**src/rtl/fifo_writer.sv**
```systemverilog
// fifo_writer: write-side master for the external byte FIFO in the display
// command path. Bytes come in on a valid/ready port and wait in a small
// circular queue. Each byte is then written with a timed, active-low nW pulse.
// A new write starts only while the synchronized full flag shows room.
// Optional build macro FIFO_WRITER_STATS_EN adds the saturating counters
// bytes_written and stall_cycles.
module fifo_writer #(
    parameter int DEPTH     = 4,
    parameter int SETUP_CYC = 1,
    parameter int PULSE_CYC = 2,
    parameter int HOLD_CYC  = 1
) (
    input  logic                    clk,
    input  logic                    nrst,
    input  logic [7:0]              in_data,
    input  logic                    in_valid,
    output logic                    in_ready,
    output logic [7:0]              fifo_data,
    output logic                    fifo_nw,
    input  logic                    fifo_nff_in,
    output logic                    busy,
    output logic [$clog2(DEPTH):0]  level
`ifdef FIFO_WRITER_STATS_EN
    ,
    output logic [15:0]             bytes_written,
    output logic [15:0]             stall_cycles
`endif
);

    localparam int PTR_W = $clog2(DEPTH);
    localparam int LVL_W = PTR_W + 1;

    localparam logic [3:0] SETUP_LD = 4'(SETUP_CYC - 1);
    localparam logic [3:0] PULSE_LD = 4'(PULSE_CYC - 1);
    localparam logic [3:0] HOLD_LD  = 4'(HOLD_CYC - 1);

    typedef enum logic [2:0] {
        ST_IDLE,
        ST_SETUP,
        ST_STROBE,
        ST_HOLD,
        ST_GAP
    } state_t;

    // Full-flag synchronizer (r_nff_p1 is the synchronized flag, 0 = full)
    logic             r_nff_p0;
    logic             r_nff_p1;

    // Byte queue
    logic [7:0]       r_mem [DEPTH];
    logic [PTR_W-1:0] r_wr_ptr;
    logic [PTR_W-1:0] r_rd_ptr;
    logic [LVL_W-1:0] r_level;
    logic             w_push;
    logic             w_pop;

    // Write sequencer
    state_t           r_state;
    state_t           w_state_nxt;
    logic [3:0]       r_cnt;
    logic [3:0]       w_cnt_nxt;
    logic             r_nw;
    logic             w_nw_nxt;
    logic [7:0]       r_data;
    logic [7:0]       w_data_nxt;

    assign in_ready  = ~nrst & (r_level != LVL_W'(DEPTH));
    assign w_push    = in_valid & in_ready;
    assign level     = r_level;
    assign fifo_nw   = r_nw;
    assign fifo_data = r_data;
    assign busy      = (r_level != '0) | (r_state != ST_IDLE);

    // Two-flop synchronizer for the asynchronous full flag; reset reads as full
    always_ff @(posedge clk) begin
        if (nrst) begin
            r_nff_p0 <= 1'b0;
            r_nff_p1 <= 1'b0;
        end else begin
            r_nff_p0 <= fifo_nff_in;
            r_nff_p1 <= r_nff_p0;
        end
    end

    // Queue storage: data only, needs no reset because level gates every read
    always_ff @(posedge clk) begin
        if (w_push) begin
            r_mem[r_wr_ptr] <= in_data;
        end
    end

    // Queue pointers and occupancy; simultaneous push and pop leave level unchanged
    always_ff @(posedge clk) begin
        if (nrst) begin
            r_wr_ptr <= '0;
            r_rd_ptr <= '0;
            r_level  <= '0;
        end else begin
            if (w_push) begin
                r_wr_ptr <= r_wr_ptr + PTR_W'(1);
            end
            if (w_pop) begin
                r_rd_ptr <= r_rd_ptr + PTR_W'(1);
            end
            case ({w_push, w_pop})
                2'b10:   r_level <= r_level + LVL_W'(1);
                2'b01:   r_level <= r_level - LVL_W'(1);
                default: ;
            endcase
        end
    end

    // Sequencer state, counter and registered FIFO-side outputs
    always_ff @(posedge clk) begin
        if (nrst) begin
            r_state <= ST_IDLE;
            r_cnt   <= '0;
            r_nw    <= 1'b1;
            r_data  <= 8'h00;
        end else begin
            r_state <= w_state_nxt;
            r_cnt   <= w_cnt_nxt;
            r_nw    <= w_nw_nxt;
            r_data  <= w_data_nxt;
        end
    end

    // Next-state logic: full flag is consulted only in IDLE, so a started write always finishes
    always_comb begin
        w_state_nxt = r_state;
        w_cnt_nxt   = r_cnt;
        w_nw_nxt    = r_nw;
        w_data_nxt  = r_data;
        w_pop       = 1'b0;
        case (r_state)
            ST_IDLE: begin
                w_nw_nxt = 1'b1;
                if ((r_level != '0) && r_nff_p1) begin
                    w_data_nxt  = r_mem[r_rd_ptr];
                    w_cnt_nxt   = SETUP_LD;
                    w_state_nxt = ST_SETUP;
                end
            end
            ST_SETUP: begin
                if (r_cnt == 4'd0) begin
                    w_nw_nxt    = 1'b0;
                    w_cnt_nxt   = PULSE_LD;
                    w_state_nxt = ST_STROBE;
                end else begin
                    w_cnt_nxt = r_cnt - 4'd1;
                end
            end
            ST_STROBE: begin
                if (r_cnt == 4'd0) begin
                    w_nw_nxt    = 1'b1;
                    w_pop       = 1'b1;
                    w_cnt_nxt   = HOLD_LD;
                    w_state_nxt = ST_HOLD;
                end else begin
                    w_cnt_nxt = r_cnt - 4'd1;
                end
            end
            ST_HOLD: begin
                if (r_cnt == 4'd0) begin
                    w_cnt_nxt   = 4'd1;
                    w_state_nxt = ST_GAP;
                end else begin
                    w_cnt_nxt = r_cnt - 4'd1;
                end
            end
            ST_GAP: begin
                // Two idle cycles let the synchronized flag catch up with the last write
                if (r_cnt == 4'd0) begin
                    w_state_nxt = ST_IDLE;
                end else begin
                    w_cnt_nxt = r_cnt - 4'd1;
                end
            end
            default: begin
                w_nw_nxt    = 1'b1;
                w_state_nxt = ST_IDLE;
            end
        endcase
    end

`ifdef FIFO_WRITER_STATS_EN
    logic [15:0] r_bytes_written;
    logic [15:0] r_stall_cycles;
    logic        w_stall;

    function automatic logic [15:0] sat_inc16(input logic [15:0] v);
        return (v == 16'hFFFF) ? v : v + 16'd1;
    endfunction

    assign w_stall       = (r_state == ST_IDLE) && (r_level != '0) && !r_nff_p1;
    assign bytes_written = r_bytes_written;
    assign stall_cycles  = r_stall_cycles;

    // Saturating counts of completed strobes and full-flag stalls in IDLE
    always_ff @(posedge clk) begin
        if (nrst) begin
            r_bytes_written <= '0;
            r_stall_cycles  <= '0;
        end else begin
            if (w_pop) begin
                r_bytes_written <= sat_inc16(r_bytes_written);
            end
            if (w_stall) begin
                r_stall_cycles <= sat_inc16(r_stall_cycles);
            end
        end
    end
`endif

endmodule

```
**config.mk**
```make
export PLATFORM = sky130hd
export DESIGN_NAME = fifo_writer
export DESIGN_NICKNAME = d
export VERILOG_FILES = /design/src/rtl/fifo_writer.sv
export SDC_FILE = /design/constraint.sdc
export NUM_CORES = 1
export LEC_CHECK = 0
export BUFFER_PORTS_ARGS = -buffer_cell sky130_fd_sc_hd__buf_2
export CORE_AREA = 5 5 86 88
export DETAILED_ROUTE_END_ITERATION = 10
export DIE_AREA = 0 0 91 93
export GPL_TIMING_DRIVEN = 0
export RECOVER_POWER = 100
export SYNTH_ARGS = -nofsm -noshare
export SYNTH_HDL_FRONTEND = slang
export SYNTH_SLANG_ARGS = --single-unit
```
**constraint.sdc**
```tcl
create_clock -name clk -period 4 [get_ports clk]
set_clock_uncertainty 0.1 [all_clocks]
set_input_delay 0 -clock clk [delete_from_list [all_inputs] [get_ports clk]]
set_output_delay 0 -clock clk [all_outputs]
set_load 0.005 [all_outputs]
```
* Yosys cells after proc, flatten, opt, wreduce, memory -nomap -nowiden *
Memories as Yosys holds them, arrays and structs flattened. A register that Yosys moved wholly into a read port is not among the register bits.
Cells that the tools add are included.

storage, ports and cells
  register bits = 17
  latch bits = 0
  memory bits (writable) = 32
  ROM bits = 0
  input bits = 12
  output and inout bits = 14
  word-level logic and storage cells = 64
  memories = 1

operators by class
  add/sub/neg operators = 5
  multipliers = 0
  div/mod/pow operators = 0
  $lt $le $gt $ge = 0
  equal/unequal tests = 13
  shift-type cells = 0
  mux-type cells = 19
  bitwise gates (word level) = 5
  reduce and logical (&&, ||, !) cells = 13

memory list
  memory  depth  width  rd ports  clocked after memory_dff  wr ports  line  RTL
  r_mem   4      8      1         1                         1         50    logic [7:0] r_mem [DEPTH];

operator list
  kind                 number
  $mux 4               4
  $pmux 4 s4           1
  $mux 3               5
  $pmux 3 s5           1
  $ne 2x2->1 const B   6
  $eq 3x2->1 const B   2
  $mux 1               6
  $pmux 3 s2           1
  $reduce_and 3->1     2
  $reduce_bool 3->1    2
  $reduce_and 5->1     1
  $add 2x1->2 const B  2
  $logic_not 4->1      1
  $reduce_bool 4->1    1
  $reduce_or 2->1      2
  $sub 4x1->4 const B  1
  $add 3x1->3 const B  1
  $eq 3x1->1 const B   1
  $eq 3x3->1 const B   1
  $logic_not 3->1      1
  $ne 3x3->1 const B   1
  $pmux 1 s3           1
  $sub 3x1->3 const B  1
  $and 1x1->1          2
  other kinds (7)      8

* Longest topological paths before layout *
Gate-level depths: netlist (run 1).

  word-level depth = 5
  depth in mapped cells = 11
  mapped depth without buffers = 10

* Worst setup path before layout (run 1) *
No wires, ideal clock.

  path type = flip-flop to flip-flop
  start = register r_cnt[0]
  end = register r_level[2], in the netlist level[2]
  library setup time = 0.070 ns
  arrival time = 2.394 ns
  data required time = 3.830 ns
  path slack = 1.436 ns
  stages on the path, launching flop included = 12
  path buffers = 1
  clock period less this slack = 2.564 ns
  cells stage by stage = dfxtp_1 > inv_1 > ha_1 > or3b_1 > buf_6 > nor3_4 > ha_1 > inv_1 > fa_1 > xor2_1 > or3_1 > a21oi_1

between the ends
  cells in the longest elaborated chain, start to end = 5
  elaborated cells between the ends (all ways) = 7
  classes of those cells = eq/ne (2); mux (3); reduce/logical (2)

ends and longest elaborated chain
  what                                                    line  RTL
  start, declared                                         60    logic [3:0] r_cnt;
  start signal, assigned                                  122   r_cnt <= w_cnt_nxt;
  $logic_not 4->1 (*)                                     154   if (r_cnt == 4'd0) begin
  $mux 1 (*)                                              154
  $mux 1 (*)                                              135   case (r_state)
  named net w_pop                                         55    logic w_pop;
  $eq 2x1->1 / $eq 2x2->1 (equally long branches)         105   case ({w_push, w_pop})
  $pmux 3 s2 / $reduce_bool 2->1 (equally long branches)  n/a
  end signal, assigned                                    106   2'b10: r_level <= r_level + LVL_W'(1);
  end signal, assigned                                    107   2'b01: r_level <= r_level - LVL_W'(1);
  end, declared                                           53    logic [LVL_W-1:0] r_level;

The timed path passes the listed nets; every way through them passes the cells marked *.
A chain may end at the register's enable or synchronous reset.

* Final worst setup path (run 1) *
Ends and elaborated chain as after synthesis.

==> key figures, run 1 <==
Clock network
  – CTS buffer count: 9
  – Clock-pin slew on the worst setup and hold paths: 0.06 ns
  – Setup Buffers After CTS: 0
  – CTS root buf: clkbuf_8
  – TritonCTS clock tree: yes
  – Worst skew pair latency: 0.33 ns
  – Hold buffer count at cts: 12
  – Clk sinks: 57
  – H-tree Lvls: 3
  – Worst-case clock buffer depth: 2
  – PostCTS Resize Cnt: 0

Drt
  – Pre-antenna DRT Iters: 4
  – Remaining DRCs: 0
  – DRT iter0 DRCs: 59
  – WL met3: roughly 110 um
  – Avg WL per Cell: 14.14 um
  – Wire length on met1: 2111 um
  – Via/cell ratio: 4.955
  – Routed Wire Length: 4679 um
  – Via count: ~1600
  – Met2 wire len: 2353 um
  – Highest Signal Layer: met4
  – Post-DRT Antenna Nets: 0

Synthesis
  – Post-synth cell types: 44
  – Main synth FF type: edfxtp_1
  – Top cells by area, synth: edfxtp_1 (38%), dfxtp_1 (20%), mux4_2 (7.1%)
  – Syn Inst Count: 199
  – Avg Synthesized Cell Area: 12.73 um2
  – Post-synthesis register bit count: 57
  – Post-synth ARST share: 0%
  – Syn Nets: between 200 and 250
  – Top-count cell post-synth: edfxtp_1
  – Ys Warns: 0
  – Synth top cells by count: edfxtp_1 (32), dfxtp_1 (25), nand2_1 (22)
  – EDFF count, synth: 32
  – Top-area cell type share of the netlist area: a little under two fifths
  – Post-synth design cell area: 2534 um2
  – Seq/Total Area, Yosys: 57.68%
  – Yosys top cell by area: edfxtp_1

STA
  – Setup TNS: 0 ns
  – Final setup vio count: 0
  – Relative slew slack: 31.56%
  – Max Freq: 0.3302 GHz
  – Unrepaired setup endpoints after global routing: false
  – Final worst setup slack: between 0.9 and 1 ns
  – Final hold vios: 0
  – Max Transition Viols Final: 0
  – Period Utilization, post-route: 75.71%
  – Tightest Pin Transition: 1.018 ns
  – Final worst path period need: 3.028 ns

Floorplan
  – Die Area: approximately 8500 um2
  – Core ar.: 6569 um2
  – Initial Util: 38.57%
  – # rows: 30
  – Die Wd: 91 um
  – IO Count: 26
  – Die height: 93 um

Setup path
  – Startpoint types: register
  – Nature of the critical path endpoint: register
  – Worst-path maximum fanout: 9
  – Critical path class: register to register
  – WP data required: 4.16 ns
  – CP arrival: 3.19 ns

Power
  – Worst vdd ir: 0.2151 mV
  – Clk pwr share: 35.1%
  – Net load switching power: about 0.50 mW
  – Seq pwr share: 40.1%
  – Comb pwr share: roughly 25%
  – Leak: 1.038 nW
  – Internal Power: 1.239 mW
  – Net Sw Frac: 28.69%
  – Power Density: 575.7 nW/um2

GRT
  – First-pass GRT wire length: slightly below 8000 um
  – Grt ovf: 0
  – Initial antenna violation count: 0
  – Largest net degree at the start of global routing: 11
  – Number of global-route vias before repair: around 1600
  – Tot GR Track Use: 12.05%

Placed design
  – Final HPWL DP: 3114 um
  – Placer congestion estimate: 0.7950
  – Pre-CTS setup slack: between 1 and 1.5 ns
  – Port Buffers: 24

Final layout
  – Area grow syn2layout: 19.06%
  – Layout cell share with drive strength beyond 1: 15.14%
  – Fillers: 597
  – Reg area: 1461 um2
  – Final nets: approximately 270
  – Area of the multi-input gates: 890.9 um2
  – Number of antenna diodes: 0

Outcome
  – Outcome: completed

Worst hold path
  – Hold Path Class: register to register

Job
  – Max_cap viols: 0
[cells by family after synthesis]
logic type      count (synthesis)  share of synthesized area (%)
compound gates                 35                          8.643
mux                             9                          7.506
xor+xnor                        6                          2.074
buf+inv                        21                          5.926
fa+ha+maj                       8                          4.247
flops                          57                          57.68
simple gates                   63                          13.93
[cells in the final DEF, fill, tap and decap left out, types with 7 or more instances in the layout]
master,count
a21oi_1,16
clkbuf_1,21
nand2_1,22
dfxtp_1,25
ha_1,7
nor3_1,8
buf_2,9
edfxtp_1,32
clkbuf_8,13
nor2_1,11
dlygate4sd3_1,12
mux4_2,8
inv_1,10
[final cells by class]
class / instances / share of cell area (%)
Sequential cell: 57 / 48.44
Tap cell: 80 / 3.318
Inverter: 10 / 1.244
Clock buffer: 11 / 5.019
Timing Repair Buffer: 36 / 7.300
Clock inverter: 5 / 2.572
Multi-Input combinational cell: 121 / 29.53
Buffer: 11 / 2.572
[registers in the layout, summed over array words and instances (netlist names)]
signal / flops
fifo_data: 8
fifo_nw: 1
level: 3
r_cnt: 4
r_mem: 32
r_nff_p0: 1
r_nff_p1: 1
r_rd_ptr: 2
r_state: 3
r_wr_ptr: 2
[worst paths after layout]
| path | start | to | slack [ns] | cells past startpoint |
|---|---|---|---|---|
| min reg2reg | r_nff_p0 | r_nff_p1 | 0.34 | 1 |
| max reg2reg | r_cnt[0] | level[2] | 0.97 | 11 |
| min | r_nff_p0 | r_nff_p1 | 0.34 | 1 |
| max | r_cnt[0] | level[2] | 0.97 | 11 |
[worst max-delay path, cell delays in order (launching register included)]
cell and delay (ns):
dfxtp_1 0.33, inv_1 0.10, ha_1 0.18, or3b_1 0.35, clkbuf_1 0.22, nor3_1 0.39, ha_1 0.25, inv_1 0.06
fa_1 0.37, xor2_1 0.16, or3_1 0.31, a21oi_1 0.14
[metal layers]
| metal | up-vias | track usage, % |
|---|---|---|
| met1 | 785 | 14.16 |
| met3 | 9 | 2.172 |
| met5 | - | 0 |
| met4 | 0 | 8.435 |
| li1 | 820 | - |
| met2 | 26 | 19.89 |
[metrics by stage]
| stage | utilization (%) | std cells | cell area, um2 | power [mW] | hold slack, ns |
|---|---|---|---|---|---|
| floorplan | - | 199 | 2534 | 1.064 | -0.001131 |
| global placement | 41.92 | 303 | 2754 | 1.167 | 0.1105 |
| detailed placement | 41.92 | 303 | 2754 | 1.170 | 0.1186 |
| CTS | 47.24 | 331 | 3103 | 1.794 | 0.2974 |
| global route | 45.92 | 331 | 3017 | 1.840 | 0.3640 |
| finish | 45.92 | 331 | 3017 | 1.737 | 0.3391 |
[power groups by stage]
stage	clock network, mW	logic [mW]	registers [mW]
floorplan	0	0.360	0.705
global placement	0	0.459	0.708
detailed placement	0	0.461	0.709
CTS	0.622	0.475	0.697
global route	0.647	0.492	0.701
finish	0.610	0.431	0.696
(Power assumes the default switching activity.)
==> run 2: changes to the inputs <==
==> constraint.sdc (replaced) <==
create_clock -name clk -period 2.7 [get_ports clk]
set_clock_uncertainty 0.1 [all_clocks]
set_input_delay 0 -clock clk [delete_from_list [all_inputs] [get_ports clk]]
set_output_delay 0 -clock clk [all_outputs]
set_load 0.005 [all_outputs]
==> key figures, run 2 (synthesis gave the netlist of run 1 again) <==
Final layout
  – Most flops, register: r_mem
  – Commonest cells after routing, fill and taps aside: edfxtp_1 (32), dfxtp_1 (23), nand2_1 (22)
  – Area grow syn2layout: 22.81%
  – Reg area: 1466 um2
  – Layout cell share with drive strength beyond 1: a little over a fifth
  – Final nets: approximately 270
  – Final Util: a little under half
  – Fillers: 588
  – Number of antenna diodes: 0
  – Area of the multi-input gates: 930.9 um2
  – Max reg flops: 32
  – Commonest non-fill, non-tap cell in the layout: edfxtp_1

Placed design
  – Final HPWL DP: 3114 um
  – Placer congestion estimate: 0.7950
  – Port Buffers: 24

Clock network
  – CTS root buf: clkbuf_8
  – Worst-case clock buffer depth: 2
  – Worst skew pair latency: 0.33 ns
  – TritonCTS clock tree: yes
  – Clock-pin slew on the worst setup and hold paths: 0.06 ns
  – CTS buffer count: 9
  – Clk sinks: 57
  – H-tree Lvls: 3

Drt
  – Via/cell ratio: 4.946
  – Routed Wire Length: 4798 um
  – Avg WL per Cell: 14.28 um
  – Remaining DRCs: 0
  – Pre-antenna DRT Iters: 4
  – DRT iter0 DRCs: 61
  – Post-DRT Antenna Nets: 0
  – Via count: between 1500 and 2000

Power
  – Total Power: 2.656 mW
  – Leak: 1.071 nW
  – Worst vdd ir: 0.3251 mV
  – Power Density: 853.4 nW/um2

Worst hold path
  – Worst hold stages: 1
  – Hold Path Class: register to register
  – Hold EP: r_nff_p1
  – Worst Hold Launch: r_nff_p0

Setup path
  – R2r worst-path depth: 10
  – CP cell instances: inv_4 > ha_4 > or3b_4 > nor3_4 > ha_2 > inv_1 > fa_2 > xor2_1 > or3_1 > a21oi_2
  – Startpoint types: register
  – Crit path largest cell delay: 0.41 ns
  – CP arrival: ~2.8 ns
  – Nature of the critical path endpoint: register
  – Reg2Reg Setup Slack: 0.10 ns
  – Critical path class: register to register
  – Crit path max-delay family: simple AND/OR/NAND/NOR gates
  – WP data required: around 2.9 ns
  – Worst-path maximum fanout: 4
  – Reg2Reg Capture Point: level[2]
  – Worst flop-to-flop path startpoint: r_cnt[0]
  – Slowest CP cell: or3b_4
  – Crit path buffers/inverters: 2

STA
  – Final hold vios: 0
  – Final worst path period need: 2.599 ns
  – Unrepaired setup endpoints after global routing: false
  – Max Transition Viols Final: 0
  – Period Utilization, post-route: 96.26%
  – Setup TNS: 0 ns
  – Tightest Pin Transition: between 1 and 1.5 ns
  – Final setup vio count: 0
  – Relative slew slack: 32.65%
  – Max Freq: roughly 0.38 GHz

Floorplan
  – Initial Util: around two fifths
  – Die Wd: 91 um
  – IO Count: 26
  – Die height: slightly above 90 um
  – Die Area: 8463 um2
  – # rows: 30
  – Core ar.: 6569 um2

GRT
  – Number of global-route vias before repair: between 1500 and 2000
  – First-pass GRT wire length: 8114 um
  – Largest net degree at the start of global routing: 11
  – Grt ovf: 0
  – Tot GR Track Use: 12.34%
  – Initial antenna violation count: 0

Job
  – Max_cap viols: 0

Outcome
  – Outcome: completed
[run 2: cell types whose count changed in the layout (fill, tap and decap cells not counted), sizes merged]
cell  previous run  this run
buf             12        17
[run 2: area by class of cell]
| type | count | share of cell area [%] |
|---|---|---|
| flip-flops and latches | 57 | 47.13 |
| clock inverters | 5 | 2.493 |
| plain buffers | 10 | 2.694 |
| inverters | 10 | 1.287 |
| clock buffers | 11 | 4.865 |
| multi-input cells | 121 | 29.92 |
| repair buffers | 42 | 8.404 |
| well taps | 80 | 3.217 |
[run 2: per-layer routing]
layer | global-route usage, % | wire length (um) | vias to the layer above
li1 | - | - | 833
met1 | 14.57 | 2160 | 799
met2 | 20.43 | 2417 | 21
met3 | 2.172 | 113 | 9
met4 | 8.435 | 106 | 0
met5 | 0 | 0 | -
[run 2: worst max path at each step]
stage | start | end | slack, ns | cells after the start
final | r_cnt[0] | level[2] | 0.10 | 10
after floorplan | r_cnt[0] | level[2] | 0.14 | 11
after CTS | r_cnt[1] | level[2] | 0.02 | 11
after detailed placement | r_cnt[0] | level[2] | -0.04 | 11
after global routing | r_cnt[0] | level[2] | 0.004 | 10
after global placement | r_cnt[0] | level[2] | -0.008 | 11
[run 2: repair_timing]
action                                  in CTS  in global routing
buffers inserted                             3                  3
endpoints found under the setup margin       1                  1
hold buffers                                12                  0
endpoints found under the hold margin       47                  0
pin swaps                                    2                  4
resized for setup                            4                  8
[run 2: power breakdown]
part,leakage [nW],switching [mW],internal (mW),total [mW]
Combinational,0.461,0.383,0.334,0.717
Clock,0.115,0.335,0.566,0.901
Sequential,0.495,0.0504,0.987,1.04
[run 2: stage by stage]
stage                     std cells  setup WS [ns]  hold slack [ns]  cell area, um2
final                           336         0.1010           0.3409            3112
after global routing            336       0.003561           0.3641            3112
after CTS                       334        0.01699           0.2974            3131
after detailed placement        303       -0.03778           0.1186            2754
after global placement          303      -0.008236           0.1105            2754
after floorplan                 199         0.1358        -0.001131            2534
==> run 3: changes to the inputs <==
--- a/config.mk
+++ b/config.mk
@@ -6,10 +6,13 @@
 export NUM_CORES = 1
 export LEC_CHECK = 0
 export BUFFER_PORTS_ARGS = -buffer_cell sky130_fd_sc_hd__buf_2
+export CELL_PAD_IN_SITES_DETAIL_PLACEMENT = 0
+export CELL_PAD_IN_SITES_GLOBAL_PLACEMENT = 1
 export CORE_AREA = 5 5 86 88
 export DETAILED_ROUTE_END_ITERATION = 10
 export DIE_AREA = 0 0 91 93
 export GPL_TIMING_DRIVEN = 0
+export PLACE_DENSITY_LB_ADDON = 0.1
 export RECOVER_POWER = 100
 export SYNTH_ARGS = -nofsm -noshare
 export SYNTH_HDL_FRONTEND = slang
==> key figures, run 3 (synthesis gave the netlist of run 1 again) <==
GRT
  – Met3 Usage GRT: 4.827%
  – Tot GR Track Use: 13.13%
  – Global route hottest layer: met2
  – Initial antenna violation count: 0
  – Largest net degree at the start of global routing: 13
  – Number of global-route vias before repair: 1730
  – First-pass GRT wire length: 8576 um
  – Met2 GRT Util: between 20% and 30%
  – Met1 Resource Use GR: 15.74%
  – Grt ovf: 0

STA
  – Period Utilization, post-route: 94.91%
  – Final worst setup slack: 0.1374 ns
  – Relative slew slack: around a third
  – Max Transition Viols Final: 0
  – Final setup vio count: 0
  – WHS: roughly 0.35 ns
  – Tightest Pin Transition: around 0.97 ns
  – Max Freq: 0.3902 GHz
  – Final worst path period need: 2.563 ns
  – Setup TNS: 0 ns
  – Final hold vios: 0
  – Unrepaired setup endpoints after global routing: false

Power
  – Worst vdd ir: roughly 0.4 mV
  – Internal Power: about 1.8 mW
  – Total Power: 2.648 mW
  – Net load switching power: between 0.8 and 0.9 mW
  – Power Density: 857.5 nW/um2
  – Seq pwr share: between 30% and 40%
  – Net Sw Frac: 30.47%
  – Clk pwr share: 33.7%
  – Leak: approximately 1.1 nW
  – Comb pwr share: between 20% and 30%

Final layout
  – Layout cell share with drive strength beyond 1: 21.34%
  – Final Util: 47.01%
  – Most flops, register: r_mem
  – Commonest cells after routing, fill and taps aside: edfxtp_1 (32), dfxtp_1 (23), nand2_1 (22)
  – Commonest non-fill, non-tap cell in the layout: edfxtp_1
  – Final nets: 268
  – Number of antenna diodes: 0
  – Fillers: 614
  – Max reg flops: 32
  – Area grow syn2layout: 21.88%

Clock network
  – Worst skew pair latency: 0.33 ns
  – Clk sinks: 57
  – CTS buffer count: 9
  – H-tree Lvls: 3
  – TritonCTS clock tree: yes
  – Clock-pin slew on the worst setup and hold paths: 0.07 ns
  – CTS root buf: clkbuf_8
  – Worst-case clock buffer depth: 2

Setup path
  – Startpoint types: register
  – Slowest CP cell: or3b_4
  – Nature of the critical path endpoint: register
  – WP data required: 2.86 ns
  – CP arrival: 2.73 ns
  – Crit path max-delay family: simple AND/OR/NAND/NOR gates
  – R2r worst-path depth: 10
  – CP cell instances: inv_2 > ha_4 > or3b_4 > nor3_4 > ha_1 > inv_1 > fa_2 > xor2_1 > or3_1 > a21oi_1
  – Instance count on the critical path: 10
  – Critical path class: register to register
  – Crit path largest cell delay: about 0.45 ns
  – Crit path buffers/inverters: 2
  – Worst-path maximum fanout: 9

Floorplan
  – IO Count: 26
  – Die Wd: 91 um
  – Die Area: approximately 8500 um2
  – # rows: 30
  – Initial Util: 38.57%
  – Core ar.: 6569 um2
  – Die height: 93 um

Drt
  – Via count: 1695
  – Pre-antenna DRT Iters: 4
  – Remaining DRCs: 0
  – Routed Wire Length: 5170 um
  – DRT iter0 DRCs: 94
  – Avg WL per Cell: about 16 um
  – Post-DRT Antenna Nets: 0
  – Via/cell ratio: between 5 and 6

Job
  – Max_cap viols: 0

Placed design
  – Final HPWL DP: 3538 um
  – Port Buffers: 24
  – Placer congestion estimate: 0.7512
  – Pre-CTS setup slack: -0.08646 ns

Worst hold path
  – Hold Path Class: register to register
  – Worst hold stages: 2

Outcome
  – Outcome: completed
run 3: cell types whose count changed in the layout (fill, tap and decap cells not counted), sizes merged:
cell | before | now
clkbuf | 34 | 28
inv | 10 | 12
clkinv | 2 | 1
buf | 17 | 18
clkinvlp | 1 | 2
run 3: path summary, 6_finish.rpt:
kind | startpoint | endpoint | slack (ns)
max reg2reg | r_cnt[0] | level[2] | 0.14
min reg2reg | fifo_data[0] | fifo_data[0] | 0.35
max | r_cnt[0] | level[2] | 0.14
min | fifo_data[0] | fifo_data[0] | 0.35
run 3: repair_timing:
action | in CTS | in global routing
hold buffers | 12 | 0
resized for setup | 5 | 4
pin swaps | 2 | 3
setup endpoints to repair | 1 | 1
hold endpoints to repair | 47 | 0
cloned | 0 | 0
buffers inserted | 2 | 1
run 3: metal layers:
layer / vias up / routed length, um
li1: 822 / -
met1: 832 / 2327
met2: 30 / 2553
met3: 11 / 212
met4: 0 / 76
met5: - / 0
run 3: layout make-up:
| type | instances | area [um2] | share of cell area (%) |
|---|---|---|---|
| sequential | 57 | 1464 | 47.41 |
| multi-input combinational | 121 | 924.6 | 29.94 |
| timing repair buffer | 39 | 245.2 | 7.942 |
| clock buffer | 9 | 123.9 | 4.011 |
| clock inverter | 7 | 101.3 | 3.282 |
| tap | 80 | 100.1 | 3.241 |
| buffer | 10 | 91.34 | 2.958 |
| inverter | 10 | 37.54 | 1.216 |
run 3: worst reg2reg max path, delay by kind of cell, from the launching register on:
kind                     cells  cell delay [ns]
adder cells (fa/ha/maj)      3             0.66
flip-flops                   1             0.34
AND/OR/NAND/NOR              3             0.98
XOR/XNOR                     1             0.15
buffers and inverters        2             0.14
AO/OA/AOI/OAI                1             0.13
run 3: metrics by stage:
step           instance area, um2  instances
2_1_floorplan                2534        199
3_3_place_gp                 2754        303
3_5_place_dp                 2754        303
4_1_cts                      3123        333
5_1_grt                      3088        333
6_report                     3088        333
run 3: power by group through the flow:
stage / Clock (mW) / Combinational, mW / Sequential [mW]
6_report: 0.893 / 0.718 / 1.04
4_1_cts: 0.913 / 0.746 / 1.03
3_5_place_dp: 0 / 0.712 / 1.05
5_1_grt: 0.959 / 0.800 / 1.04
3_3_place_gp: 0 / 0.682 / 1.05
2_1_floorplan: 0 / 0.533 / 1.04
